## src/rtl/led_digit_sequencer_if.sv

```systemverilog
`default_nettype none
// ============================================================================
// Module   : led_digit_sequencer_if
// Brief    : Value-load handshake and LED display bundle for the digit sequencer.
// Revision : 1.0 - initial release
// ============================================================================
interface led_digit_sequencer_if;
    logic [15:0] value_bcd;
    logic        value_valid;
    logic        value_ready;
    logic [0:7]  led;
    logic [1:0]  digit_idx;
    logic        frame_done;

    modport master (
        output value_bcd,
        output value_valid,
        input  value_ready,
        input  led,
        input  digit_idx,
        input  frame_done
    );

    modport slave (
        input  value_bcd,
        input  value_valid,
        output value_ready,
        output led,
        output digit_idx,
        output frame_done
    );
endinterface
`default_nettype wire

```

## src/rtl/led_digit_sequencer.sv

```systemverilog
`default_nettype none
// ============================================================================
// Module   : led_digit_sequencer
// Brief    : Shows four captured BCD digits one at a time on a 7-segment LED
//            with timed dwell and blank gaps, pulsing frame_done at the end.
// Revision : 1.0 - initial release
// ============================================================================
module led_digit_sequencer #(
    parameter int ms_limit = 100000,
    parameter int dwell_ms = 500,
    parameter int gap_ms   = 100
) (
    input  logic                  clk,
    input  logic                  rst,
    led_digit_sequencer_if.slave  bus
);

    localparam int c_MS_MAX   = (dwell_ms > gap_ms) ? dwell_ms : gap_ms;
    localparam int c_PRESC_W  = (ms_limit > 1) ? $clog2(ms_limit) : 1;
    localparam int c_MS_W     = (c_MS_MAX > 1) ? $clog2(c_MS_MAX) : 1;

    localparam logic [c_PRESC_W-1:0] c_PRESC_ZERO   = '0;
    localparam logic [c_PRESC_W-1:0] c_PRESC_ONE    = c_PRESC_W'(1);
    localparam logic [c_PRESC_W-1:0] c_PRESC_LAST   = c_PRESC_W'(ms_limit - 1);
    localparam logic [c_PRESC_W-1:0] c_PRESC_PENULT = c_PRESC_W'(ms_limit - 2);
    localparam logic [c_MS_W-1:0]    c_MS_ZERO      = '0;
    localparam logic [c_MS_W-1:0]    c_MS_ONE       = c_MS_W'(1);
    localparam logic [c_MS_W-1:0]    c_DWELL_LAST   = c_MS_W'(dwell_ms - 1);
    localparam logic [c_MS_W-1:0]    c_GAP_LAST     = c_MS_W'(gap_ms - 1);

    typedef enum logic [1:0] {
        ST_IDLE = 2'd0,
        ST_SHOW = 2'd1,
        ST_GAP  = 2'd2
    } state_t;

    state_t                 r_state_q,  w_state_d;
    logic [c_PRESC_W-1:0]   r_presc_q,  w_presc_d;
    logic [c_MS_W-1:0]      r_ms_q,     w_ms_d;
    logic [1:0]             r_idx_q,    w_idx_d;
    logic [15:0]            r_value_q,  w_value_d;
    logic [0:7]             r_led_q,    w_led_d;
    logic                   r_done_q,   w_done_d;
    logic                   r_ready_q,  w_ready_d;

    logic                   w_tick;
    logic                   w_ms_last;
    logic                   w_phase_end;
    logic                   w_transfer;

    // Segment order a,b,c,d,e,f,g,dp from left to right; non-BCD shows dp only.
    function automatic logic [0:7] seg7(input logic [3:0] n);
        logic [0:7] s;
        case (n)
            4'd0:    s = 8'b1111_1100;
            4'd1:    s = 8'b0110_0000;
            4'd2:    s = 8'b1101_1010;
            4'd3:    s = 8'b1111_0010;
            4'd4:    s = 8'b0110_0110;
            4'd5:    s = 8'b1011_0110;
            4'd6:    s = 8'b1011_1110;
            4'd7:    s = 8'b1110_0000;
            4'd8:    s = 8'b1111_1110;
            4'd9:    s = 8'b1111_0110;
            default: s = 8'b0000_0001;
        endcase
        return s;
    endfunction

    function automatic logic [3:0] nibble(input logic [15:0] v, input logic [1:0] i);
        logic [3:0] n;
        case (i)
            2'd3:    n = v[15:12];
            2'd2:    n = v[11:8];
            2'd1:    n = v[7:4];
            default: n = v[3:0];
        endcase
        return n;
    endfunction

    always_comb begin
        w_state_d  = r_state_q;
        w_presc_d  = r_presc_q;
        w_ms_d     = r_ms_q;
        w_idx_d    = r_idx_q;
        w_value_d  = r_value_q;
        w_led_d    = r_led_q;
        w_done_d   = 1'b0;
        w_ready_d  = r_ready_q;

        w_tick      = (r_presc_q == c_PRESC_LAST);
        w_ms_last   = (r_state_q == ST_SHOW) ? (r_ms_q == c_DWELL_LAST)
                                             : (r_ms_q == c_GAP_LAST);
        w_phase_end = w_tick && w_ms_last;
        w_transfer  = bus.value_valid && r_ready_q;

        if (r_state_q != ST_IDLE) begin
            w_presc_d = w_tick ? c_PRESC_ZERO : (r_presc_q + c_PRESC_ONE);
            w_ms_d    = w_tick ? (r_ms_q + c_MS_ONE) : r_ms_q;
        end

        case (r_state_q)
            ST_IDLE: begin
                w_presc_d = c_PRESC_ZERO;
                w_ms_d    = c_MS_ZERO;
                w_led_d   = 8'b0;
                w_ready_d = 1'b1;
                if (w_transfer) begin
                    w_value_d = bus.value_bcd;
                    w_idx_d   = 2'd3;
                    w_led_d   = seg7(bus.value_bcd[15:12]);
                    w_ready_d = 1'b0;
                    w_state_d = ST_SHOW;
                end
            end
            ST_SHOW: begin
                if (w_phase_end) begin
                    w_presc_d = c_PRESC_ZERO;
                    w_ms_d    = c_MS_ZERO;
                    w_led_d   = 8'b0;
                    w_state_d = ST_GAP;
                end
            end
            ST_GAP: begin
                // Registered pulse must land on the final GAP cycle, so look one cycle ahead.
                if (r_idx_q == 2'd0 && r_ms_q == c_GAP_LAST && r_presc_q == c_PRESC_PENULT) begin
                    w_done_d = 1'b1;
                end
                if (w_phase_end) begin
                    w_presc_d = c_PRESC_ZERO;
                    w_ms_d    = c_MS_ZERO;
                    if (r_idx_q != 2'd0) begin
                        w_idx_d   = r_idx_q - 2'd1;
                        w_led_d   = seg7(nibble(r_value_q, r_idx_q - 2'd1));
                        w_state_d = ST_SHOW;
                    end else begin
                        w_ready_d = 1'b1;
                        w_state_d = ST_IDLE;
                    end
                end
            end
            default: begin
                w_presc_d = c_PRESC_ZERO;
                w_ms_d    = c_MS_ZERO;
                w_led_d   = 8'b0;
                w_ready_d = 1'b1;
                w_state_d = ST_IDLE;
            end
        endcase
    end

    always_ff @(posedge clk) begin
        if (rst) begin
            r_state_q <= ST_IDLE;
            r_presc_q <= c_PRESC_ZERO;
            r_ms_q    <= c_MS_ZERO;
            r_idx_q   <= 2'd0;
            r_value_q <= 16'h0000;
            r_led_q   <= 8'b0;
            r_done_q  <= 1'b0;
            r_ready_q <= 1'b1;
        end else begin
            r_state_q <= w_state_d;
            r_presc_q <= w_presc_d;
            r_ms_q    <= w_ms_d;
            r_idx_q   <= w_idx_d;
            r_value_q <= w_value_d;
            r_led_q   <= w_led_d;
            r_done_q  <= w_done_d;
            r_ready_q <= w_ready_d;
        end
    end

    // Ready is masked by rst so it reads 0 during reset yet 1 on the very first cycle after release.
    assign bus.value_ready = r_ready_q & ~rst;
    assign bus.led         = r_led_q;
    assign bus.digit_idx   = r_idx_q;
    assign bus.frame_done  = r_done_q;

endmodule
`default_nettype wire

```

## src/flat_wrapper.sv

```systemverilog
// flat-port wrapper written by rule: the top's interface ports become plain ports
module led_digit_sequencer_flat 
#(
    parameter int ms_limit = 100000,
    parameter int dwell_ms = 500,
    parameter int gap_ms   = 100
)
  (clk, rst, bus_value_bcd, bus_value_valid, bus_value_ready, bus_led, bus_digit_idx, bus_frame_done);
  led_digit_sequencer_if bus_i ();
  input  logic clk;
  input  logic rst;
  input wire logic [$bits(bus_i.value_bcd)-1:0] bus_value_bcd;
  input wire logic [$bits(bus_i.value_valid)-1:0] bus_value_valid;
  output wire logic [$bits(bus_i.value_ready)-1:0] bus_value_ready;
  output wire logic [$bits(bus_i.led)-1:0] bus_led;
  output wire logic [$bits(bus_i.digit_idx)-1:0] bus_digit_idx;
  output wire logic [$bits(bus_i.frame_done)-1:0] bus_frame_done;
  assign bus_i.value_bcd = bus_value_bcd;
  assign bus_i.value_valid = bus_value_valid;
  assign bus_value_ready = bus_i.value_ready;
  assign bus_led = bus_i.led;
  assign bus_digit_idx = bus_i.digit_idx;
  assign bus_frame_done = bus_i.frame_done;
  led_digit_sequencer #(.ms_limit(ms_limit), .dwell_ms(dwell_ms), .gap_ms(gap_ms)) u_core (.clk(clk), .rst(rst), .bus(bus_i));
endmodule
```

## config.mk

```make
export PLATFORM = sky130hd
export DESIGN_NAME = led_digit_sequencer_flat
export DESIGN_NICKNAME = d
export VERILOG_FILES = /design/src/rtl/led_digit_sequencer_if.sv /design/src/rtl/led_digit_sequencer.sv /design/src/flat_wrapper.sv
export SDC_FILE = /design/constraint.sdc
export NUM_CORES = 1
export LEC_CHECK = 0
export ABC_AREA = 1
export CAP_MARGIN = 25
export CORE_MARGIN = 2
export CORE_UTILIZATION = 30
export DETAILED_ROUTE_END_ITERATION = 10
export GPL_TIMING_DRIVEN = 0
export PLACE_DENSITY = 0.52
export SYNTH_ARGS = -nofsm -noshare
export SYNTH_HDL_FRONTEND = slang
export SYNTH_SLANG_ARGS = --single-unit
```

## constraint.sdc

```tcl
create_clock -name clk -period 2.7 [get_ports clk]
set_input_delay 0.27 -clock clk [delete_from_list [all_inputs] [get_ports clk]]
set_output_delay 0.27 -clock clk [all_outputs]
set_load 0.03 [all_outputs]
```

* Word-level counts from Yosys, hierarchy flattened
Memory sizes are Yosys's and may differ from the RTL's.
Index checks and enable logic that the tools add are counted.
** Storage, ports and cells
- Register bits after elaboration :: 56
- Bits in latches :: 0
- Memory bits (writable) :: 0
- ROM bits :: 256
- Word-level logic and storage cells :: 75
- Memories :: 2
** Memory list
- (name not given) :: depth 16, bits a word 8, rd ports 1, clocked after Yosys merged registers in 0, wr ports 0, RTL line led_digit_sequencer.sv:54 : case (n)
- (name not given) :: depth 16, bits a word 8, rd ports 1, clocked after Yosys merged registers in 0, wr ports 0, RTL line led_digit_sequencer.sv:54
** Operators by class
- Add/sub/neg operators :: 3
- Multipliers :: 0
- Div/mod/pow operators :: 0
- $lt $le $gt $ge :: 0
- Equal/unequal tests :: 14
- Shifts and indexed selects :: 0
- Multiplexer cells :: 25
- Bitwise operators :: 5
- Reduce and logical (&&, ||, !) cells :: 18
** Operator list (number)
- 17-bit == test, second input constant :: 2
- 8-bit 2-to-1 mux :: 4
- 8-bit one-hot mux with 3 select lines :: 1
- 17-bit by 1-bit adder with 17-bit output, second input constant :: 1
- 17-bit 2-to-1 mux :: 1
- 2-bit 2-to-1 mux :: 6
- 4-bit 2-to-1 mux :: 3
- 4-bit one-hot mux with 3 select lines :: 1
- 9-bit by 1-bit adder with 9-bit output, second input constant :: 1
- 9-bit by 7-bit == test with 1-bit output, second input constant :: 1
- 9-bit == test, second input constant :: 1
- 3-bit AND reduction :: 3
- 2-bit by 1-bit inequality test with 1-bit output, second input constant :: 4
- 2-bit == test, second input constant :: 3
- 1-bit 2-to-1 mux :: 6
- 2-bit one-hot mux with 3 select lines :: 1
- 2-bit nonzero test :: 3
- 2-bit by 1-bit == test with 1-bit output, second input constant :: 2
- 1-bit logical AND :: 4
- 2-bit logical NOT :: 2
- 1-bit NOT :: 4
- 2-bit one-hot mux with 2 select lines :: 1
- 2-bit AND reduction :: 2
- 4-bit AND reduction :: 1
- 6 further kinds :: 7

* Depth between registers and ports, before layout
Gate-level depths: netlist of run 1.
An unclocked memory read counts as a cell.
- Depth after elaboration :: 10
- Depth in mapped cells :: 14
- Mapped depth without buffers :: 14

* Least setup slack after synthesis of run 1
OpenSTA, ideal clock, no wires.
- Kind :: register -> register
- From :: register u_core.r_idx_q[0] (netlist: u_core.bus.digit_idx[0])
- To :: register u_core.r_led_q (netlist bit u_core.bus.led[5])
- Data arrival time :: 2.205 ns
- Setup slack :: 0.424 ns
- Cell stages (with the launch flop) :: 15
- Period minus slack after synthesis :: 2.276 ns
- Path through :: dfxtp_1 -> inv_1 -> ha_1 -> nand2_1 -> nand2_1 -> o21ai_0 -> inv_1 -> ha_1 -> inv_1 -> nand3_1 -> nand3_1 -> nand3_1 -> nand2_1 -> nand2_1 -> a21oi_1
** Between the ends
- Cells in the longest elaborated chain, start to end :: 10
** Ends and longest elaborated chain
- start, declared :: RTL line led_digit_sequencer.sv:40 : logic [1:0] r_idx_q, w_idx_d;
- start signal, assigned :: RTL line led_digit_sequencer.sv:166 : r_idx_q <= w_idx_d;
- 2-bit by 1-bit subtractor with 2-bit output :: RTL line led_digit_sequencer.sv:134 : w_led_d = seg7(nibble(r_value_q, r_idx_q - 2'd1));
- 2-bit by 1-bit == test with 1-bit output / 2-bit == test (equally long branches) :: RTL line led_digit_sequencer.sv:72 : case (i)
- 4-bit one-hot mux with 3 select lines :: RTL line led_digit_sequencer.sv:72
- 4-bit 2-to-1 mux :: RTL line led_digit_sequencer.sv:132 : if (r_idx_q != 2'd0) begin
- 4-bit 2-to-1 mux :: RTL line led_digit_sequencer.sv:129 : if (w_phase_end) begin
- 4-bit 2-to-1 mux :: RTL line led_digit_sequencer.sv:102 : case (r_state_q)
- memory read 16 x 8 bit
- 8-bit 2-to-1 mux :: RTL line led_digit_sequencer.sv:132
- 8-bit 2-to-1 mux :: RTL line led_digit_sequencer.sv:129
- 8-bit one-hot mux with 3 select lines :: RTL line led_digit_sequencer.sv:102
- end signal, assigned :: RTL line led_digit_sequencer.sv:168 : r_led_q <= w_led_d;
- end, declared :: RTL line led_digit_sequencer.sv:42 : logic [0:7] r_led_q, w_led_d;
Parallel ways exist; a longest one is shown, timed or not. The select of a mux whose other input is x is not followed.
A chain may end at the register's enable or synchronous reset.

* Worst setup path in the final report of run 1
- From :: register u_core.r_idx_q[1] (netlist: u_core.bus.digit_idx[1])
- To :: register u_core.r_led_q (netlist bit u_core.bus.led[5])
The elaborated chain is that of the path after synthesis.

==> impl_metrics.ini, run 1 <==
[synth]
dominantRegCellSynth = dfxtp_1
synth_warnings = 0
syn-cell-area_um2 = 3250
ys_ff_latch = 56
synth_cells = 477
seq_area_frac_synth_pct = 34.5
synth_edf_count = 0
synth_area_leaders = dfxtp_1, nand2_1, ha_1
yosys.area.top_type = dfxtp_1
syn_nets = 518
async_reset_ff_share_pct = 0
synth_top_area_share_pct = 34.5
synthDistinctLibCells = 35
syn_area_per_cell_um2 = 6.81

[grt]
grt_usage_pct = 13.8
grt_remaining_overflow = 0
grt_pass1_vias = 2880
grt_pass1_wl_mm = 13.2
grt_antenna_before_repair = 0
grt_max_degree = 16

[setup_path]
end_kind = register
crit_type = reg2reg
crit_chain = inv_1 > ha_1 > inv_2 > nand2_1 > o21ai_1 > inv_1 > ha_1 > inv_1 > nand3_1 > nand3_1 > nand3_1 > nand2_1 > nand2_1 > a21oi_1
regToRegStartpoint = u_core.bus.digit_idx[1]
cp.arrival_ns = 2.50
slowest_stage = dfxtp_1
cp-start-kind = register
critPathRequiredTime_ns = 2.93
cpPeakStageDelay_ns = 0.42
reg2reg_depth = 14
critPathMaxFanout = 5
startpoint = u_core.bus.digit_idx[1]

[place]
pre_cts_ws_ns = 0.223
hpwl_mm = 5.85
place.gp.congestion = 0.839
portBuffers = 30

[floorplanning]
die_h_um = 108
fp.dieW_um = 108
start_util_pct = 31.2
die_area_um2 = 11700
core-area_um2 = 10400
num_rows = 37
io_pins = 31

[timing]
worst_pin_slew_ns = 0.468
layout_setup_ws_ns = 0.438
finalSetupTns_ns = 0
skew_ns = 0.00508
setup-violations-final = 0
finalHoldViolCount = 0
relSlewSlack_pct = 68.8
rsz0062_at_grt = false
fmax_ghz = 0.442
whs_ns = 0.467
timing.final.crit_share_pct = 83.8
min_period_ns = 2.26
slew_violations = 0

[final_layout]
diodes = 0
fin_nets = 555
final_layout_size_suffix_gt1_share_pct = 6.43
syn2layout_area_growth_pct = 17.5

[cts]
root_buffer = clkbuf_8
clk_pin_slew_ns = 0.09
cts_tree = done
htreeDepth = 2
post-cts-setup-buffer-count = 0
cts_sinks = 56
hold_buffers = 0
cts_buffer_depth = 2
cts_made_buffers = 5
clk-insertion-delay-late_ns = 0.30

[pwr]
p_leak_nw = 1.61
ir_worst_vdd_mv = 0.332
power_density_nw_per_um2 = 800

[flow_run]
cap_violations = 0

[min_path]
min_path_cells = 2
worstHoldStart = u_core.r_value_q[0]
min_path_type = reg2reg

[outcome]
run_status = completed

[drt]
drt-pass1-iter-count = 6
postRouteAntennaNets = 0
drc_errors = 0
drt-initial-drc-count = 156
wl_per_cell_um = 11.3
num_vias = 2974
wl_mm = 7.34
via_per_inst = 4.58
## per-layer routing
| metal | wire [um] | global-route usage, % |
|---|---|---|
| met5 | 0 | 0 |
| met2 | 3230 | 22.0 |
| met1 | 3800 | 19.6 |
| met4 | 53 | 3.02 |
| met3 | 257 | 2.29 |
## synth_stat cells, types with 2 or more instances
master / number
nand2_1: 117
nor2_1: 62
dfxtp_1: 56
inv_1: 52
nand3_1: 34
o21ai_0: 29
a21oi_1: 27
ha_1: 22
xor2_1: 13
nor3_1: 11
nand2_2: 7
nand4_1: 6
buf_2: 4
clkbuf_1: 4
nor2_2: 4
nor4_1: 4
inv_2: 3
xnor2_1: 3
nand3_2: 2
nor3b_1: 2
## area by class of cell
type                    count  area [um2]
flip-flops and latches     56        1120
inverters                  56         210
repair buffers             30         300
fillers                  1164        6600
clock inverters             1        30.0
well taps                 136         170
plain buffers              10        46.3
multi-input cells         355        1870
clock buffers               5        68.8
## report_power, final
part | leakage, nW | switching [mW] | internal, mW | total, mW
clock | 0.0501 | 0.252 | 0.267 | 0.519
combinational | 1.10 | 0.960 | 0.504 | 1.46
sequential | 0.456 | 0.0917 | 0.981 | 1.07
total | 1.61 | 1.30 | 1.75 | 3.06
## placed cells by master (no fill, tap or decap), types with 4 or more instances in the layout
cell type        count
nand2_1            117
nor2_1              62
dfxtp_1             56
inv_1               52
nand3_1             34
clkdlybuf4s50_1     30
o21ai_0             28
a21oi_1             27
ha_1                22
xor2_1              13
nor3_1              11
nand2_2              7
nand4_1              6
clkbuf_8             5
clkbuf_1             4
nor2_2               4
buf_2                4
nor4_1               4
## cells by family (layout without fill, tap and decap cells)
logic type	Yosys count	count (layout)	share of synthesized area (%)
adders and majority gates	22	22	8.47
AOI/OAI and AO/OA	63	63	10.4
buffers and inverters	66	102	7.89
DFF	56	56	34.5
xor gates and xnor gates	16	16	4.31
and+or+nand+nor	254	254	34.4
## registers in the layout, indices dropped and copies added, names as in the netlist
| name | cells |
|---|---|
| u_core.r_value_q | 16 |
| u_core.r_ms_q | 9 |
| u_core.bus.led | 8 |
| u_core.bus.frame_done | 1 |
| u_core.bus.digit_idx | 2 |
| u_core.r_ready_q | 1 |
| u_core.r_state_q | 2 |
| u_core.r_presc_q | 17 |
## through the flow
stage | instances | power (mW) | instance area, um2 | utilization (%)
after floorplan | 477 | 2.14 | 3250 | -
after global placement | 643 | 2.55 | 3720 | 35.7
after detailed placement | 643 | 2.57 | 3720 | 35.7
after CTS | 649 | 3.10 | 3820 | 36.7
after global routing | 649 | 3.36 | 3820 | 36.7
final | 649 | 3.06 | 3820 | 36.7
## final timing paths
kind | end | slack (ns)
min | u_core.r_value_q[0] | 0.47
max reg2reg | u_core.bus.led[5] | 0.44
max | u_core.bus.led[5] | 0.44
min reg2reg | u_core.r_value_q[0] | 0.47
## critical path: cells and delay by family, from the launching register on
| family | cells | cell delay [ns] |
|---|---|---|
| compound gates | 2 | 0.47 |
| fa+ha+maj | 2 | 0.46 |
| simple gates | 6 | 0.43 |
| flops | 1 | 0.42 |
| buf+inv | 4 | 0.38 |
## what timing repair did
action | CTS | global route
endpoints found under the hold margin | 0 | 0
resized for setup | 0 | 1
setup endpoints to repair | 0 | 4
(Power assumes the default switching activity.)
==> run 2: changes to the inputs <==
- clock period: 2.7 -> 2.25 ns (I/O delays scaled with it)
==> run 2 against run 1 <==
Net effect:
- non-clock buffer count unchanged
- global-route usage down 0.24 points
- sequential power up 21%
- total power up 18%
- critical path type is now in2out
==> impl_metrics.ini, run 2 (synthesis gave the netlist of run 1 again) <==
[final_layout]
top_register = u_core.r_presc_q
fin_nets = 555
largest_reg_flops = 17
final_layout_size_suffix_gt1_share_pct = 7.77
reg_top3 = u_core.r_presc_q x17, u_core.r_value_q x16, u_core.r_ms_q x9
final_cell_mix = nand2_1, nor2_1, dfxtp_1
diodes = 0
syn2layout_area_growth_pct = 17.8
layout_commonest_cell = nand2_1

[min_path]
worstHoldStart = u_core.r_value_q[3]
min_path_type = reg2reg

[outcome]
run_status = completed

[timing]
worst_pin_slew_ns = 0.494
rsz0062_at_grt = false
timing.final.crit_share_pct = 94.0
relSlewSlack_pct = 67.0
finalSetupTns_ns = 0
setup-violations-final = 0
min_period_ns = 2.11
skew_ns = 0.0101
finalHoldViolCount = 0
fmax_ghz = 0.473
slew_violations = 0
whs_ns = 0.461

[floorplanning]
die_h_um = 108
start_util_pct = 31.2
core-area_um2 = 10400
fp.dieW_um = 108
num_rows = 37
io_pins = 31
die_area_um2 = 11700

[cts]
htreeDepth = 2
hold_buffers = 0
clk-insertion-delay-late_ns = 0.30
root_buffer = clkbuf_8
cts_buffer_depth = 2
cts_made_buffers = 5
cts_sinks = 56
cts_tree = done
clk_pin_slew_ns = 0.09

[setup_path]
path_delay_family = buffers and inverters
crit_type = in2out
startpoint = rst
crit_top_cell = clkdlybuf4s50_1
regToRegStartpoint = u_core.r_state_q[0]
slowest_stage = clkdlybuf4s50_1
cpPeakStageDelay_ns = 0.61
cp-start-kind = primary input
r2r_setup_slack_ns = 0.23
crit_buf_inv = 3
end_kind = output pin
critPathMaxFanout = 10
critPathRequiredTime_ns = 2.03
cp.arrival_ns = 1.89
crit_chain = clkdlybuf4s50_1 > clkbuf_1 > nor2_1 > clkdlybuf4s50_1

[drt]
drc_errors = 0
drt-pass1-iter-count = 4
postRouteAntennaNets = 0
num_vias = 2968
drt-initial-drc-count = 116
wl_mm = 7.45
via_per_inst = 4.56
wl_per_cell_um = 11.4

[grt]
grt_pass1_wl_mm = 12.9
grt_antenna_before_repair = 0
grt_usage_pct = 13.6
grt_pass1_vias = 2876
grt_max_degree = 17
grt_remaining_overflow = 0

[place]
hpwl_mm = 5.88
portBuffers = 30
place.gp.congestion = 0.885

[pwr]
p_leak_nw = 1.60
ir_worst_vdd_mv = 0.392
power_density_nw_per_um2 = 946

[flow_run]
cap_violations = 0
run 2: area by class of cell:
cell class                 instances  area [um2]
buffer                            10        46.3
clock buffer                       7        76.3
clock inverter                     1        8.76
timing repair buffer              30         300
multi-input combinational        355        1890
fill                            1134        6590
tap                              136         170
inverter                          56         210
sequential                        56        1120
run 2: where the power goes:
part,total (mW),internal (mW),switching [mW],leakage (nW)
clock network,0.545,0.224,0.321,0.0424
registers,1.30,1.18,0.117,0.457
logic,1.78,0.621,1.16,1.10
run 2: worst paths after layout:
path                                            end  depth (start not counted)
worst max register to register     u_core.r_ms_q[8]                          9
worst min-delay path            u_core.r_value_q[3]                          2
worst max-delay path                bus_value_ready                          4
worst min register to register  u_core.r_value_q[3]                          2
run 2: worst register-to-register path, stage by stage (launching register included):
cell and delay (ns):
dfxtp_1 0.40, inv_1 0.09, ha_1 0.19, buf_2 0.18, inv_2 0.13, buf_2 0.25
nand4_1 0.29, inv_1 0.23, nand2_1 0.08, a21oi_1 0.12
run 2: layer usage:
layer  GRT usage [%]  part of all wire (%)  vias up
li1                -                     -     1592
met1            18.3                    53     1344
met2            22.8                    44       30
met3            2.29                   2.7        2
met4            2.93                  0.59        0
met5               0                     0        -
run 2: per-stage QoR:
step / setup slack [ns] / util [%] / area, um2 / instances / total power, mW
floorplan: 0.107 / - / 3250 / 477 / 2.57
global placement: 0.0380 / 35.7 / 3720 / 643 / 3.06
detailed placement: -0.00340 / 35.7 / 3720 / 643 / 3.08
CTS: 0.0753 / 36.6 / 3810 / 651 / 3.64
global route: 0.00139 / 36.7 / 3830 / 651 / 3.97
finish: 0.136 / 36.7 / 3830 / 651 / 3.62
run 2: what timing repair did:
| item | in CTS | in global routing |
|---|---|---|
| pin swaps | 0 | 1 |
| buffers inserted | 0 | 0 |
| gates resized for setup | 1 | 7 |
| setup endpoints to repair | 3 | 7 |
==> run 3: changes to the inputs <==
- SLEW_MARGIN: not set -> 20
==> results of run 3 <==
The final DEF is identical to that of run 2; final timing and power are the same.
